### src/rtl/ap_kernel_launcher.sv
// Argument collector and launcher for a block-level (ap_ctrl_hs style) kernel.
// Define AP_KERNEL_LAUNCHER_PREFETCH_EN to let empty slots fill while a launch is in flight.
module ap_kernel_launcher #(
    parameter int DATA_W   = 8,
    parameter int RESULT_W = 8
) (
    input  logic                clk,
    input  logic                rst,
    input  logic [DATA_W-1:0]   in0_data,
    input  logic                in0_valid,
    output logic                in0_ready,
    input  logic [DATA_W-1:0]   in1_data,
    input  logic                in1_valid,
    output logic                in1_ready,
    output logic [RESULT_W-1:0] out0_data,
    output logic                out0_valid,
    input  logic                out0_ready,
    output logic                ap_start,
    input  logic                ap_ready,
    input  logic                ap_done,
    output logic [DATA_W-1:0]   ap_arg0,
    output logic [DATA_W-1:0]   ap_arg1,
    input  logic [RESULT_W-1:0] ap_ret
);

    typedef enum logic [1:0] {
        IDLE  = 2'd0,
        START = 2'd1,
        RUN   = 2'd2,
        OUT   = 2'd3
    } state_t;

    state_t              state;
    logic                slot0_full;
    logic                slot1_full;
    logic [DATA_W-1:0]   slot0_data;
    logic [DATA_W-1:0]   slot1_data;
    logic [RESULT_W-1:0] result;
    logic                start_q;
    logic                valid_q;
    logic                take0;
    logic                take1;
    logic                both_full;

    // Ready is a function of registered state only; slots are always full in START,
    // so the launch edge never accepts a token even with prefetch enabled.
`ifdef AP_KERNEL_LAUNCHER_PREFETCH_EN
    assign in0_ready = !slot0_full;
    assign in1_ready = !slot1_full;
`else
    assign in0_ready = !slot0_full && (state == IDLE);
    assign in1_ready = !slot1_full && (state == IDLE);
`endif

    assign take0     = in0_valid && in0_ready;
    assign take1     = in1_valid && in1_ready;
    // Counts tokens landing on this edge so ap_start rises the cycle after the last argument.
    assign both_full = (slot0_full || take0) && (slot1_full || take1);

    assign ap_start   = start_q;
    assign out0_valid = valid_q;
    assign out0_data  = result;
    assign ap_arg0    = slot0_data;
    assign ap_arg1    = slot1_data;

    always_ff @(posedge clk or negedge rst) begin
        if (!rst) begin
            state      <= IDLE;
            slot0_full <= 1'b0;
            slot1_full <= 1'b0;
            slot0_data <= '0;
            slot1_data <= '0;
            result     <= '0;
            start_q    <= 1'b0;
            valid_q    <= 1'b0;
        end else begin
            if (take0) begin
                slot0_data <= in0_data;
                slot0_full <= 1'b1;
            end
            if (take1) begin
                slot1_data <= in1_data;
                slot1_full <= 1'b1;
            end

            case (state)
                IDLE: begin
                    if (both_full) begin
                        state   <= START;
                        start_q <= 1'b1;
                    end
                end
                START: begin
                    if (ap_ready) begin
                        state      <= RUN;
                        start_q    <= 1'b0;
                        slot0_full <= 1'b0;
                        slot1_full <= 1'b0;
                    end
                end
                RUN: begin
                    if (ap_done) begin
                        result  <= ap_ret;
                        valid_q <= 1'b1;
                        state   <= OUT;
                    end
                end
                OUT: begin
                    if (out0_ready) begin
                        valid_q <= 1'b0;
                        if (both_full) begin
                            state   <= START;
                            start_q <= 1'b1;
                        end else begin
                            state <= IDLE;
                        end
                    end
                end
                default: state <= IDLE;
            endcase
        end
    end

endmodule

### config.mk
export PLATFORM = sky130hd
export DESIGN_NAME = ap_kernel_launcher
export DESIGN_NICKNAME = d
export VERILOG_FILES = /design/src/rtl/ap_kernel_launcher.sv
export SDC_FILE = /design/constraint.sdc
export NUM_CORES = 1
export LEC_CHECK = 0
export BUFFER_PORTS_ARGS = -buffer_cell sky130_fd_sc_hd__buf_2
export CORE_AREA = 2 2 54 56
export CTS_BUF_LIST = sky130_fd_sc_hd__clkbuf_16
export DETAILED_ROUTE_END_ITERATION = 10
export DIE_AREA = 0 0 56 58
export PLACE_DENSITY = 0.82
export SETUP_SLACK_MARGIN = 0.05
export SLEW_MARGIN = 5
export SYNTH_ARGS = -nofsm -noshare
export SYNTH_HDL_FRONTEND = slang
export SYNTH_SLANG_ARGS = --single-unit
### constraint.sdc
create_clock -name clk -period 2.3 [get_ports clk]
set_input_delay 0.345 -clock clk [delete_from_list [all_inputs] [get_ports clk]]
set_output_delay 0.345 -clock clk [all_outputs]
set_load 0.02 [all_outputs]
==> results of run 1 <==
==> synth_stat cells <==
cell type	count	share of area, %
dfrtp_1	30	59
mux2_2	24	21
a21oi_1	9	3.6
ha_1	6	5.9
nand2_1	4	1.2
inv_1	3	0.89
nor2b_1	3	1.5
and2b_1	2	1.2
nor2_1	2	0.59
o21ai_0	2	0.79
o22ai_1	2	0.99
a2111o_1	1	0.89
mux2_4	1	1.2
o2bb2ai_1	1	0.69
==> final timing paths <==
| path | endpoint | slack (ns) |
|---|---|---|
| worst max-delay path | in0_ready | 0.53 |
| max in group asynchronous | ap_arg0[5] | 1.78 |
| worst min register to register | ap_arg0[4] | 0.50 |
| min in group clk | slot0_full | 0.29 |
| worst min-delay path | ap_arg1[3] | 0.1 |
| worst max register to register | ap_arg0[3] | 0.55 |
==> worst max-delay path: stages (launching register included) <==
cell and delay [ns]:
dfrtp_1 0.39, inv_1 0.16, ha_1 0.27, and2b_1 0.16, buf_2 0.16
==> power by group through the flow <==
stage / Combinational, W / Clock, W / Sequential [W]
final: 0.00120 / 0.000599 / 0.000946
after global routing: 0.00130 / 0.000642 / 0.000981
after CTS: 0.00122 / 0.000608 / 0.000946
after detailed placement: 0.00122 / 0 / 0.000952
after global placement: 0.00118 / 0 / 0.000930
after floorplan: 0.000536 / 0 / 0.00124
==> layout make-up <==
type                       count  share of cell area [%]
clock buffer                   5                    7.22
clock inverter                 3                   0.722
inverter                       3                   0.650
multi-input combinational     57                    29.1
sequential                    30                    43.3
tap                           31                    2.24
timing repair buffer          58                    16.8
==> cells by family (layout without fill, tap and decap cells) <==
logic type,Yosys count,in the layout
flops,30,30
compound gates,15,15
buf+inv,3,69
simple gates,11,11
mux,25,25
fa+ha+maj,6,6
==> state kept, by name, indices dropped and copies added, names as in the netlist <==
| name | count |
|---|---|
| slot1_full | 1 |
| ap_arg1 | 8 |
| ap_arg0 | 8 |
| ap_start | 1 |
| out0_valid | 1 |
| slot0_full | 1 |
| state | 2 |
| out0_data | 8 |
==> layer usage <==
metal  wire (um)  vias to the layer above  track usage (%)  part of all wire, %
li1            -                      447                -                    -
met1         985                      429             18.2                   41
met2        1200                       27             26.4                   50
met3         148                        9             5.36                  6.1
met4          81                        0             13.3                  3.3
met5           0                        -                0                    0
==> metrics by stage <==
| step | utilization [%] | power (W) | cells | worst slack (ns) |
|---|---|---|---|---|
| finish | 65.1 | 0.00275 | 187 | 0.526 |
| global route | 65.1 | 0.00293 | 187 | 0.421 |
| CTS | 65.1 | 0.00278 | 187 | 0.517 |
| detailed placement | 59.9 | 0.00218 | 179 | 0.560 |
| global placement | 59.9 | 0.00211 | 179 | 0.620 |
| floorplan | - | 0.00177 | 90 | 0.629 |
==> metrics.csv, run 1 <==
stage,metric,value,unit
sta,WHS,0.0990,ns
power_and_ir_drop,maximum vdd drop,0.00115,V
finish,area occupied by multi-input gates,504,um2
drt,Routed WL,2420,um
cts,H-tree Lvls,2,
synthesis,Post-Synthesis Net Count,127,
setup_path,CP Launch Point,state[0],
cts,hold_buf cts,0,
drt,Vias,912,
setup_path,Startpoint Class,flip-flop,
finish,most frequent cells in the layout,"58 x buf_2, 30 x dfrtp_1, 24 x mux2_2, 9 x a21oi_1, 6 x ha_1",
floorplanning,Die X,56,um
sta,Worst Skew,0.00233,ns
cts,setup bufs post-CTS,0,
finish,Area Growth Syn to Fin,36.9,%
setup_path,RR Startpoint,state[1],
sta,fmax,564,MHz
sta,final setup fails,0,
setup_path,CP Class,flip-flop to output pin,
synthesis,"Cell Area, Synth",1270,um2
place,IO buf count,58,
synthesis,compound-gate portion of the synthesized area,6.92,%
sta,max-slew violations,0,
floorplanning,placement row count,19,
grt,maximum number of pins on one net before global-route repair,31,
place,post-DP HPWL,1890,um
sta,fin crit share,77.1,%
finish,"most common cell after layout, fill and taps aside",buf_2,
power_and_ir_drop,leakage,0.888,nW
synthesis,Synth cell types,14,
run_status,status,completed,
synthesis,syn avg cell area,14.1,um2
sta,"Hold Violations, Final",0,
cts,CTS Buffer Depth,2,
cts,CTS resizes,0,
power_and_ir_drop,Logic pwr share,43.7,%
synthesis,sequential element share of the synthesized area,59.3,%
cts,clock latency on the worst-skew pair,0.27,ns
power_and_ir_drop,Clk network pwr share,21.8,%
flow_run,Max-cap violations,0,
power_and_ir_drop,P per Cell Area,1580,nW/um2
finish,fill count,206,
synthesis,mux cell area share after synthesis,22.5,%
setup_path,crit-path max FO,6,
power_and_ir_drop,Sw Pwr,0.00103,W
floorplanning,Initial Util,47.6,%
sta,Max transition margin,56.8,%
drt,DR DRC count,0,
setup_path,worst endpoint required time,1.96,ns
power_and_ir_drop,Sequential Power Share,34.5,%
synthesis,Synth Area in XOR/XNOR,0,%
cts,Clock transition at path regs,0.05,ns
floorplanning,I/O pin cnt,59,
cts,CTS tree,built,
sta,final critical-path required period,1.77,ns
drt,initial DRC count,14,
synthesis,"FF+latch count, synth",30,
place,Final GP Congestion,0.817,
grt,first-pass GRT wire length,3870,um
min_path,Hold WC Path Type,input pin to asynchronous set/reset pin,
drt,DR WL/cell,12.9,um
place,placed cell areas,1600,um2
finish,share of cells above drive strength 1,57.1,%
synthesis,largest family of logic cells by synthesized area,multiplexers,
synthesis,yosys warns,0,
sta,final setup TNS,0,ns
synthesis,Synth Area in Simple Gates,4.45,%
grt,GRT overflow,0,
drt,drt first pass iters,4,
setup_path,arrival time of the worst setup path,1.43,ns
sta,RSZ-0062 raised after global routing,no,
setup_path,Crit. End Element,output pin,
floorplanning,Core ar.,2660,um2
cts,CTS root buf,clkbuf_16,
synthesis,adder-cell share of the synthesized area,5.93,%
finish,Final #Nets,192,
floorplanning,Die Y,58,um
setup_path,FF-to-FF path depth,5,
floorplanning,die area,3250,um2
synthesis,Cells after Synth,90,
grt,vias in the first global route,873,
grt,initial antenna violation count,0,
cts,TritonCTS Buffers,5,
finish,Reg area,751,um2
cts,clock sinks,30,
power_and_ir_drop,Cell Int Power,0.00172,W
power_and_ir_drop,sw frac,37.3,%
sta,Worst Tran Pin Value,0.648,ns
drt,Detail Route Antenna Nets,0,
finish,post-route cell area,1730,um2
finish,Ant. Diodes,0,
grt,gr usage total,16.5,%
drt,Vias/cell,4.88,
(Power assumes the default switching activity.)
==> run 2: changes to the inputs <==
--- a/config.mk
+++ b/config.mk
@@ -6,11 +6,11 @@
 export NUM_CORES = 1
 export LEC_CHECK = 0
 export BUFFER_PORTS_ARGS = -buffer_cell sky130_fd_sc_hd__buf_2
-export CORE_AREA = 2 2 54 56
+export CORE_AREA = 2 2 43 84
 export CTS_BUF_LIST = sky130_fd_sc_hd__clkbuf_16
 export DETAILED_ROUTE_END_ITERATION = 10
-export DIE_AREA = 0 0 56 58
-export PLACE_DENSITY = 0.82
+export DIE_AREA = 0 0 45 86
+export PLACE_DENSITY = 0.72
 export SETUP_SLACK_MARGIN = 0.05
 export SLEW_MARGIN = 5
 export SYNTH_ARGS = -nofsm -noshare
==> constraint.sdc (replaced) <==
create_clock -name clk -period 1.6 [get_ports clk]
set_input_delay 0.24 -clock clk [delete_from_list [all_inputs] [get_ports clk]]
set_output_delay 0.24 -clock clk [all_outputs]
set_load 0.02 [all_outputs]
==> metrics.csv, run 2 (synthesized netlist as in run 1, its figures left out) <==
stage,metric,value,unit,change
drt,DR WL/cell,15.3,um,+18%
grt,first-pass GRT wire length,4550,um,+18%
floorplanning,Initial Util,39.7,%,-7.9 points
cts,clock latency on the worst-skew pair,0.27,ns,about the same
drt,Routed WL,3010,um,+25%
drt,initial DRC count,21,,+7
grt,gr usage total,16.5,%,-0.024 points
cts,TritonCTS Buffers,5,,unchanged
drt,drt first pass iters,4,,unchanged
sta,"Hold Violations, Final",0,,unchanged
setup_path,arrival time of the worst setup path,1.83,ns,+0.40 ns
finish,Final #Nets,203,,+5.7%
finish,Area Growth Syn to Fin,55.5,%,
cts,hold_buf cts,0,,unchanged
setup_path,R2R setup slack,-0.08,ns,-0.63 ns
finish,fin util,61.7,%,-3.4 points
sta,final critical-path required period,1.68,ns,
finish,Ant. Diodes,0,,unchanged
sta,fin crit share,105,%,
min_path,Hold WC Path Type,input pin to asynchronous set/reset pin,,
floorplanning,die area,3870,um2,+19%
power_and_ir_drop,maximum vdd drop,0.00128,V,+11%
place,post-DP HPWL,2200,um,+16%
grt,vias in the first global route,1063,,+22%
finish,post-route cell area,1970,um2,+14%
setup_path,CP Class,flip-flop to flip-flop,,
power_and_ir_drop,Tot Pwr,0.00450,W,+64%
drt,DR DRC count,0,,unchanged
floorplanning,Core ar.,3190,um2,+20%
run_status,status,"finished, violations left",,
cts,Clock transition at path regs,0.05,ns,about the same
sta,WHS,0.000700,ns,-0.0983 ns
run_status,violated checks,setup timing,,
grt,initial antenna violation count,0,,unchanged
place,IO buf count,58,,unchanged
floorplanning,I/O pin cnt,59,,unchanged
place,Final GP Congestion,0.779,,-4.7%
cts,H-tree Lvls,2,,unchanged
sta,max-slew violations,0,,unchanged
flow_run,Max-cap violations,0,,unchanged
cts,CTS tree,built,,
finish,most frequent cells in the layout,"56 x buf_2, 29 x dfrtp_1, 16 x mux2_2, 9 x a21oi_1, 9 x mux2_4",,
grt,maximum number of pins on one net before global-route repair,31,,unchanged
drt,Vias/cell,5.16,,+5.9%
setup_path,FF-to-FF path depth,6,,+1
power_and_ir_drop,leakage,0.997,nW,+12%
drt,Vias,1017,,+12%
sta,final setup fails,1,,+1
sta,fin worst setup slack,-0.0759,ns,-0.602 ns
sta,Max transition margin,56.6,%,-0.25 points
finish,"most common cell after layout, fill and taps aside",buf_2,,
cts,CTS Buffer Depth,2,,unchanged
floorplanning,Die X,45,um,-20%
drt,Detail Route Antenna Nets,0,,unchanged
sta,RSZ-0062 raised after global routing,yes,,
sta,Worst Skew,0.00602,ns,+0.00368 ns
setup_path,crit-path max FO,3,,-3
cts,CTS root buf,clkbuf_16,,
setup_path,r2r endpoint,state[1],,
floorplanning,Die Y,86,um,+48%
finish,share of cells above drive strength 1,68.7,%,+12 points
setup_path,Startpoint Class,flip-flop,,
sta,Worst Tran Pin Value,0.651,ns,+0.00371 ns
setup_path,worst endpoint required time,1.75,ns,-0.21 ns
place,pre-CTS setup slack,-0.0389,ns,-0.599 ns
finish,fill count,258,,+25%
power_and_ir_drop,P per Cell Area,2290,nW/um2,+44%
setup_path,RR Startpoint,state[0],,
setup_path,Crit. End Element,flip-flop,,
floorplanning,placement row count,29,,+10
sta,fmax,597,MHz,
cts,clock sinks,30,,unchanged
place,placed cell areas,1680,um2,+5.1%
grt,GRT overflow,0,,unchanged
==> run 2: critical path: stages, from the launching register on <==
cell and delay, ns:
dfrtp_1 0.40, buf_6 0.14, buf_6 0.11, ha_4 0.15, nor2b_4 0.11, a2111o_1 0.33
mux2_4 0.31
==> run 2: cell type report <==
cell class / instances / area, um2 / share of cell area [%]
Clock buffer: 5 / 125 / 6.35
Timing Repair Buffer: 69 / 397 / 20.1
Clock inverter: 2 / 7.51 / 0.381
Multi-Input combinational cell: 57 / 631 / 32.0
Sequential cell: 30 / 752 / 38.2
Inverter: 3 / 18.8 / 0.953
Tap cell: 31 / 38.8 / 1.97
==> run 2: layer usage <==
| metal | wire length (um) | global-route usage (%) | vias to the layer above |
|---|---|---|---|
| met2 | 1720 | 29.6 | 47 |
| met5 | 0 | 0 | - |
| met1 | 974 | 14.3 | 491 |
| met3 | 193 | 4.42 | 12 |
| li1 | - | - | 467 |
| met4 | 123 | 12.0 | 0 |
==> run 2: power by group <==
| part | switching, W | internal [W] |
|---|---|---|
| Combinational | 0.00115 | 0.00113 |
| Clock | 0.000290 | 0.000553 |
| Sequential | 0.000232 | 0.00115 |
==> run 2: how the worst max path moves through the flow <==
stage                         from       end  slack (ns)  cells after the start
after floorplan           state[1]  state[1]        0.01                      5
after detailed placement  state[0]  state[1]       -0.04                      4
final                     state[0]  state[1]       -0.08                      6
after global placement    state[0]  state[1]       0.002                      4
after global routing      state[0]  state[1]       -0.12                      6
after CTS                 state[0]  state[1]       -0.04                      6
==> run 2: repair_timing <==
| action | CTS | global route |
|---|---|---|
| setup buffers | 6 | 0 |
| cloned | 0 | 0 |
| gates resized for setup | 17 | 11 |
| endpoints found under the hold margin | 0 | 0 |
| endpoints found under the setup margin | 28 | 14 |
| pin swaps | 2 | 1 |
==> run 2: through the flow <==
stage          setup TNS, ns  instances
2_1_floorplan              0         90
3_3_place_gp               0        184
3_5_place_dp         -0.0692        184
6_report             -0.0759        197
5_1_grt               -0.220        197
4_1_cts              -0.0396        197
